[config.mk]
export PLATFORM = sky130hd
export DESIGN_NAME = transmitter
export DESIGN_NICKNAME = d
export VERILOG_FILES = /design/src/rtl/transmitter.sv
export SDC_FILE = /design/constraint.sdc
export NUM_CORES = 1
export LEC_CHECK = 0
export CAP_MARGIN = 15
export CORE_MARGIN = 2
export CORE_UTILIZATION = 50
export DETAILED_ROUTE_END_ITERATION = 16
export GPL_ROUTABILITY_DRIVEN = 0
export GPL_TIMING_DRIVEN = 0
export MAX_ROUTING_LAYER = met4
export PLACE_DENSITY = 0.8
export REMOVE_ABC_BUFFERS = 1
export SLEW_MARGIN = 5
export SYNTH_ARGS = -nofsm -noshare
export SYNTH_HDL_FRONTEND = slang
export SYNTH_SLANG_ARGS = --single-unit
[constraint.sdc]
create_clock -name Clock -period 4.05 [get_ports Clock]
set_clock_uncertainty 0.2 [all_clocks]
set_input_delay 0.6075 -clock Clock [delete_from_list [all_inputs] [get_ports Clock]]
set_output_delay 0.6075 -clock Clock [all_outputs]
set_load 0.01 [all_outputs]
[src/rtl/transmitter.sv]
// rtl/transmitter.sv - 802.11a-style serial bit generator: "1100" preamble, zero gap, rate-1/2 K=7 coded data.
// Optional macro TX_SCRAMBLER_EN: whiten data with x^7+x^4+1 before the convolutional encoder.
module transmitter #(
   parameter int PREAMBLE_BITS = 192,
   parameter int GAP_BITS      = 48,
   parameter int DATA_BITS     = 192
`ifdef TX_SCRAMBLER_EN
   ,
   parameter logic [6:0] SCR_SEED = 7'b1011101
`endif
) (
   input  logic Clock,
   input  logic Reset,
   input  logic Start,
   input  logic Input,
   output logic Output
);

   localparam int MAX_LEN_PG = (PREAMBLE_BITS > GAP_BITS) ? PREAMBLE_BITS : GAP_BITS;
   localparam int MAX_LEN    = (MAX_LEN_PG > 2 * DATA_BITS) ? MAX_LEN_PG : 2 * DATA_BITS;
   localparam int CNT_W      = (MAX_LEN < 4) ? 3 : $clog2(MAX_LEN + 1);

   localparam logic [CNT_W-1:0] PRE_LAST  = CNT_W'(PREAMBLE_BITS - 1);
   localparam logic [CNT_W-1:0] GAP_LAST  = CNT_W'((GAP_BITS > 0) ? GAP_BITS - 1 : 0);
   localparam logic [CNT_W-1:0] DATA_LAST = CNT_W'(2 * DATA_BITS - 1);
   localparam logic [CNT_W-1:0] CNT_ONE   = CNT_W'(1);

   typedef enum logic [1:0] {
      IDLE     = 2'd0,
      PREAMBLE = 2'd1,
      GAP      = 2'd2,
      DATA     = 2'd3
   } state_t;

   state_t           state_q;
   logic [CNT_W-1:0] cnt_q;
   logic [5:0]       hist_q;
   logic             b_hold_q;
   logic             out_q;

   logic             data_bit;
   logic             a_bit_d;
   logic             b_bit_d;
   logic [5:0]       hist_d;

`ifdef TX_SCRAMBLER_EN
   logic [6:0]       scr_q;
   logic [6:0]       scr_d;
   logic             scr_fb;

   always_comb begin
      scr_fb   = scr_q[6] ^ scr_q[3];
      scr_d    = {scr_q[5:0], scr_fb};
      data_bit = Input ^ scr_fb;
   end
`else
   always_comb begin
      data_bit = Input;
   end
`endif

   // hist_q[0] is d1 (most recent previous bit), hist_q[5] is d6.
   always_comb begin
      a_bit_d = data_bit ^ hist_q[1] ^ hist_q[2] ^ hist_q[4] ^ hist_q[5];
      b_bit_d = data_bit ^ hist_q[0] ^ hist_q[1] ^ hist_q[2] ^ hist_q[5];
      hist_d  = {hist_q[4:0], data_bit};
   end

   always_ff @(posedge Clock) begin
      if (Reset) begin
         state_q  <= IDLE;
         cnt_q    <= '0;
         hist_q   <= '0;
         b_hold_q <= 1'b0;
         out_q    <= 1'b0;
`ifdef TX_SCRAMBLER_EN
         scr_q    <= SCR_SEED;
`endif
      end else begin
         case (state_q)
            IDLE: begin
               hist_q   <= '0;
               b_hold_q <= 1'b0;
`ifdef TX_SCRAMBLER_EN
               scr_q    <= SCR_SEED;
`endif
               // The accept edge already carries preamble bit 0, so counting resumes at 1.
               if (Start) begin
                  state_q <= PREAMBLE;
                  cnt_q   <= CNT_ONE;
                  out_q   <= 1'b1;
               end else begin
                  cnt_q   <= '0;
                  out_q   <= 1'b0;
               end
            end

            PREAMBLE: begin
               out_q <= ~cnt_q[1];
               if (cnt_q == PRE_LAST) begin
                  cnt_q   <= '0;
                  state_q <= (GAP_BITS > 0) ? GAP : DATA;
               end else begin
                  cnt_q <= cnt_q + CNT_ONE;
               end
            end

            GAP: begin
               out_q <= 1'b0;
               if (cnt_q == GAP_LAST) begin
                  cnt_q   <= '0;
                  state_q <= DATA;
               end else begin
                  cnt_q <= cnt_q + CNT_ONE;
               end
            end

            DATA: begin
               if (!cnt_q[0]) begin
                  out_q    <= a_bit_d;
                  b_hold_q <= b_bit_d;
                  hist_q   <= hist_d;
`ifdef TX_SCRAMBLER_EN
                  scr_q    <= scr_d;
`endif
               end else begin
                  out_q <= b_hold_q;
               end
               if (cnt_q == DATA_LAST) begin
                  cnt_q   <= '0;
                  state_q <= IDLE;
               end else begin
                  cnt_q <= cnt_q + CNT_ONE;
               end
            end

            default: begin
               state_q <= IDLE;
               cnt_q   <= '0;
               out_q   <= 1'b0;
            end
         endcase
      end
   end

   assign Output = out_q;

endmodule

* Word level (Yosys, flattened, before mapping)
Cells that the tools add are included.
** Storage, ports and cells
- Register bits :: 19
- Logic and storage cells :: 47
** Cells by class
- Add/sub/neg operators :: 1
- Equality and inequality tests :: 11
- Muxes and demuxes :: 17
- Bitwise gates (word level) :: 9
- Reductions and logical operators :: 4
** Operator list (count)
- one-hot mux 9 bit (4 select lines) :: 1
- 2-to-1 mux 9 bit :: 3
- one-hot mux 6 bit (2 select lines) :: 1
- inequality test 2 bit, second input constant :: 5
- adder 9 x 1 -> 9 bit, second input constant :: 1
- equality test 9 x 6 -> 1 bit, second input constant :: 1
- equality test 9 x 8 -> 1 bit, second input constant :: 1
- equality test 9 bit, second input constant :: 1
- 2-to-1 mux 2 bit :: 4
- one-hot mux 2 bit (4 select lines) :: 1
- bitwise XOR 1 bit :: 8
- 2-to-1 mux 6 bit :: 1
- equality test 2 bit, second input constant :: 2
- 2-to-1 mux 1 bit :: 4
- one-hot mux 1 bit (4 select lines) :: 1
- AND reduction 4 bit :: 1
- equality test 2 x 1 -> 1 bit, second input constant :: 1
- zero test 2 bit :: 1
- one-hot mux 1 bit (2 select lines) :: 1
- AND reduction 2 bit :: 1
- nonzero test 2 bit :: 1
- inverter 1 bit :: 1

* Logic depth before layout (Yosys ltp)
- Word-level depth :: 6
- Depth in mapped cells :: 6
- Mapped depth without buffers :: 6

* Worst setup path after synthesis
OpenSTA, ideal clock, no wires.
- Path type :: reg2reg
- From :: register cnt_q[0]
- To :: register state_q[0]
- Data arrival time :: 1.937 ns
- Required time :: 3.764 ns
- Slack :: 1.827 ns
- Stages on the path, launching flop included :: 6
- Buffers on the path :: 0
- Period minus slack after synthesis :: 2.223 ns
- Cell sequence :: dfxtp_1 > ha_1 > nand4_2 > o41a_1 > or4_4 > a211oi_1
** On the way
- Longest elaborated chain between the ends :: 3
** Ends and longest elaborated chain
- from (decl) :: line 36 : logic [CNT_W-1:0] cnt_q;
- from (signal assigned) :: line 104 : cnt_q <= cnt_q + CNT_ONE;
- from (signal assigned) :: line 114 : cnt_q <= cnt_q + CNT_ONE;
- from (signal assigned) :: line 133 : cnt_q <= cnt_q + CNT_ONE;
- equality test 9 bit, or another cell as far along :: line 129 : if (cnt_q == DATA_LAST) begin
- inequality test 2 bit (no line)
- AND reduction 4 bit (no line) *
- to (signal assigned) :: line 102 : state_q <= (GAP_BITS > 0) ? GAP : DATA;
- to (decl) :: line 35 : state_t state_q;
Every way passes the cells marked *; elsewhere a longest branch is shown, timed or not.
A chain may end at the register's enable or synchronous reset.

* Worst setup path in the final report
- From :: register cnt_q[0]
- To :: register cnt_q[4]
** On the way
- Longest elaborated chain between the ends :: 3
** Ends and longest elaborated chain
- adder 9 x 1 -> 9 bit, or another cell as far along :: line 104, 114, 133
- 2-to-1 mux 9 bit (on tied branches) :: line 129, 100, 110
- one-hot mux 9 bit (4 select lines) * :: line 80 : case (state_q)
Marks and branches as above.

==> metrics.cfg <==
[yosys]
synth_edf_count = 0
syn_area_um2 = 948
ys.flop_type = dfxtp_1
synth_top_area_cell = dfxtp_1
ys_warn_count = 0
synthCells = 102
synth_top_area_share = 0.401
yosysSeqAreaShare = 0.401
synth.top_cells.by_count = 19 x dfxtp_1, 15 x nor2_1, 6 x a22oi_1, 6 x inv_1, 6 x xnor2_1
synth-seq-cells = 19
synth.top_cells.by_area = dfxtp_1 40%, ha_1 6.6%, nor2_1 5.9%
ys_async_sr_fraction = 0
synth_cell_types = 30
synth.most_common_cell = dfxtp_1
syn-mean-instance-area_um2 = 9.30

[placed_design]
io_buffers = 4
pre_cts_slack_ns = 1.54
dpl.hpwl_mm = 1.23

[sta]
grt_setup_unrepaired = false
finalSetupTns_ns = 0
report.final.slew_viol_count = 0
timing.fmax_ghz = 0.400
min_period_ns = 2.50
fin_ws_ns = 1.55
tightest_slew_ns = 0.767
timing.final.crit_share = 0.618
slew-limit-headroom = 0.484
setup_violations = 0
finalHoldViolations = 0

[route]
dr_total_vias = 736
vias_per_cell = 5.58
detail_route.iter0.violations = 10
ant_nets = 0
drc = 0
totalWireLength_mm = 1.60
dr.pass1.iters = 4
post_drt_wl_per_cell_um = 12.1

[pwr]
total_leakage_power_nw = 0.388
vdd_drop_max_mv = 0.466
total_power_mw = 0.515
powerDensity_nw_per_um2 = 496

[setup_path]
cp-start-kind = flop
rr_startpoint = cnt_q[0]
r2r_end = cnt_q[4]
criticalPathCategory = flop to flop
cp_max_fo = 9
cp-end-kind = flop
crit_start = cnt_q[0]
crit_arrival_ns = 2.47
rrSetupSlack_ns = 1.55
worstRegToRegCells = 5
cp_data_required_time_ns = 4.01

[die]
fp-row-count = 15
die_area_um2 = 2260
io_pins = 5
dieWidth_um = 47.6
die_h_um = 47.6
core_area_um2 = 1760
start_util = 0.538

[cts]
cts_root_buffer = clkbuf_4
cts_max_path_buffers = 2
hold_buffers = 0
path_clk_slew_ns = 0.12
cts_resized = 0
cts_tree = built
clock-sinks = 19
clock_latency_ns = 0.30
numCtsBuffers = 3
postCtsSetupRepairBufs = 0
cts.htree.levels = 1

[global_route]
grt_max_degree = 15
grt-ovfl-total = 0
grt_usage = 0.194
grt_pass1_wl_mm = 2.89
grt_pass1_vias = 715
antenna_found_initial = 0

[hold_path]
hold_end = b_hold_q
hp-class = flop to flop
hp-start = b_hold_q
holdPathStages = 2

[finish]
diodes = 0
fin_nets = 117
fillers = 178
drive_above_1_share = 0.103
syn_to_final_growth_pct = 9.50

[outcome]
status = completed

[flow_run]
maxCapViolCount = 0

## registers in the layout (all words and copies together), names as in the netlist
| signal | cells |
|---|---|
| cnt_q | 9 |
| state_q | 2 |
| b_hold_q | 1 |
| Output | 1 |
| hist_q | 6 |
## worst max-delay path, cell delays in order, from the launching register on
cell     delay [ns]
dfxtp_1        0.51
ha_1           0.29
nand4_2        0.12
o41a_1         0.45
o31ai_1        0.69
nor2_1         0.11
## layout make-up
type | instances | area, um2 | share of cell area
multi-input combinational | 74 | 534 | 0.514
clock inverter | 1 | 7.51 | 0.00723
sequential | 19 | 380 | 0.366
inverter | 6 | 22.5 | 0.0217
tap | 25 | 31.3 | 0.0301
timing repair buffer | 4 | 40.0 | 0.0386
clock buffer | 3 | 22.5 | 0.0217
## routing by layer
| metal | wire length [um] | GRT usage | up-vias |
|---|---|---|---|
| li1 | - | - | 375 |
| met1 | 690 | 0.197 | 344 |
| met2 | 806 | 0.330 | 13 |
| met3 | 62 | 0.0792 | 4 |
| met4 | 36 | 0.0811 | 0 |
| met5 | 0 | - | - |
## report_power, final
part,total (mW),switching [mW],internal (mW)
registers,0.228,0.0213,0.207
clock network,0.0983,0.0607,0.0376
logic,0.188,0.106,0.0823
## worst max path at each step
stage / slack (ns) / cells past startpoint / end
after global routing: 1.35 / 5 / cnt_q[7]
final: 1.55 / 5 / cnt_q[4]
after global placement: 1.62 / 5 / cnt_q[3]
after floorplan: 1.83 / 5 / state_q[0]
after detailed placement: 1.54 / 5 / cnt_q[4]
after CTS: 1.51 / 5 / cnt_q[4]
## stage by stage
stage | util | std cells | instance area [um2] | hold slack [ns]
final | 0.589 | 132 | 1040 | 0.299
after global routing | 0.589 | 132 | 1040 | 0.332
after CTS | 0.589 | 132 | 1040 | 0.305
after detailed placement | 0.572 | 128 | 1010 | 0.286
after global placement | 0.572 | 128 | 1010 | 0.267
after floorplan | - | 99 | 937 | 0.249
## kinds of logic after synthesis
logic type      Yosys count  synth area share
simple gates             36             0.207
compound gates           20             0.168
flops                    19             0.401
xor+xnor                 11             0.102
buf+inv                   9            0.0356
fa+ha+maj                 5            0.0660
mux                       2            0.0211
## cells in the final DEF (no fill, tap or decap), types with 4 or more instances in the layout
cell type        count
nor2_1              15
a22oi_1              6
xor2_1               5
clkdlybuf4s50_1      4
dfxtp_1             19
inv_1                6
ha_1                 5
xnor2_1              6
Note: power is estimated with default switching activity, not from simulation.
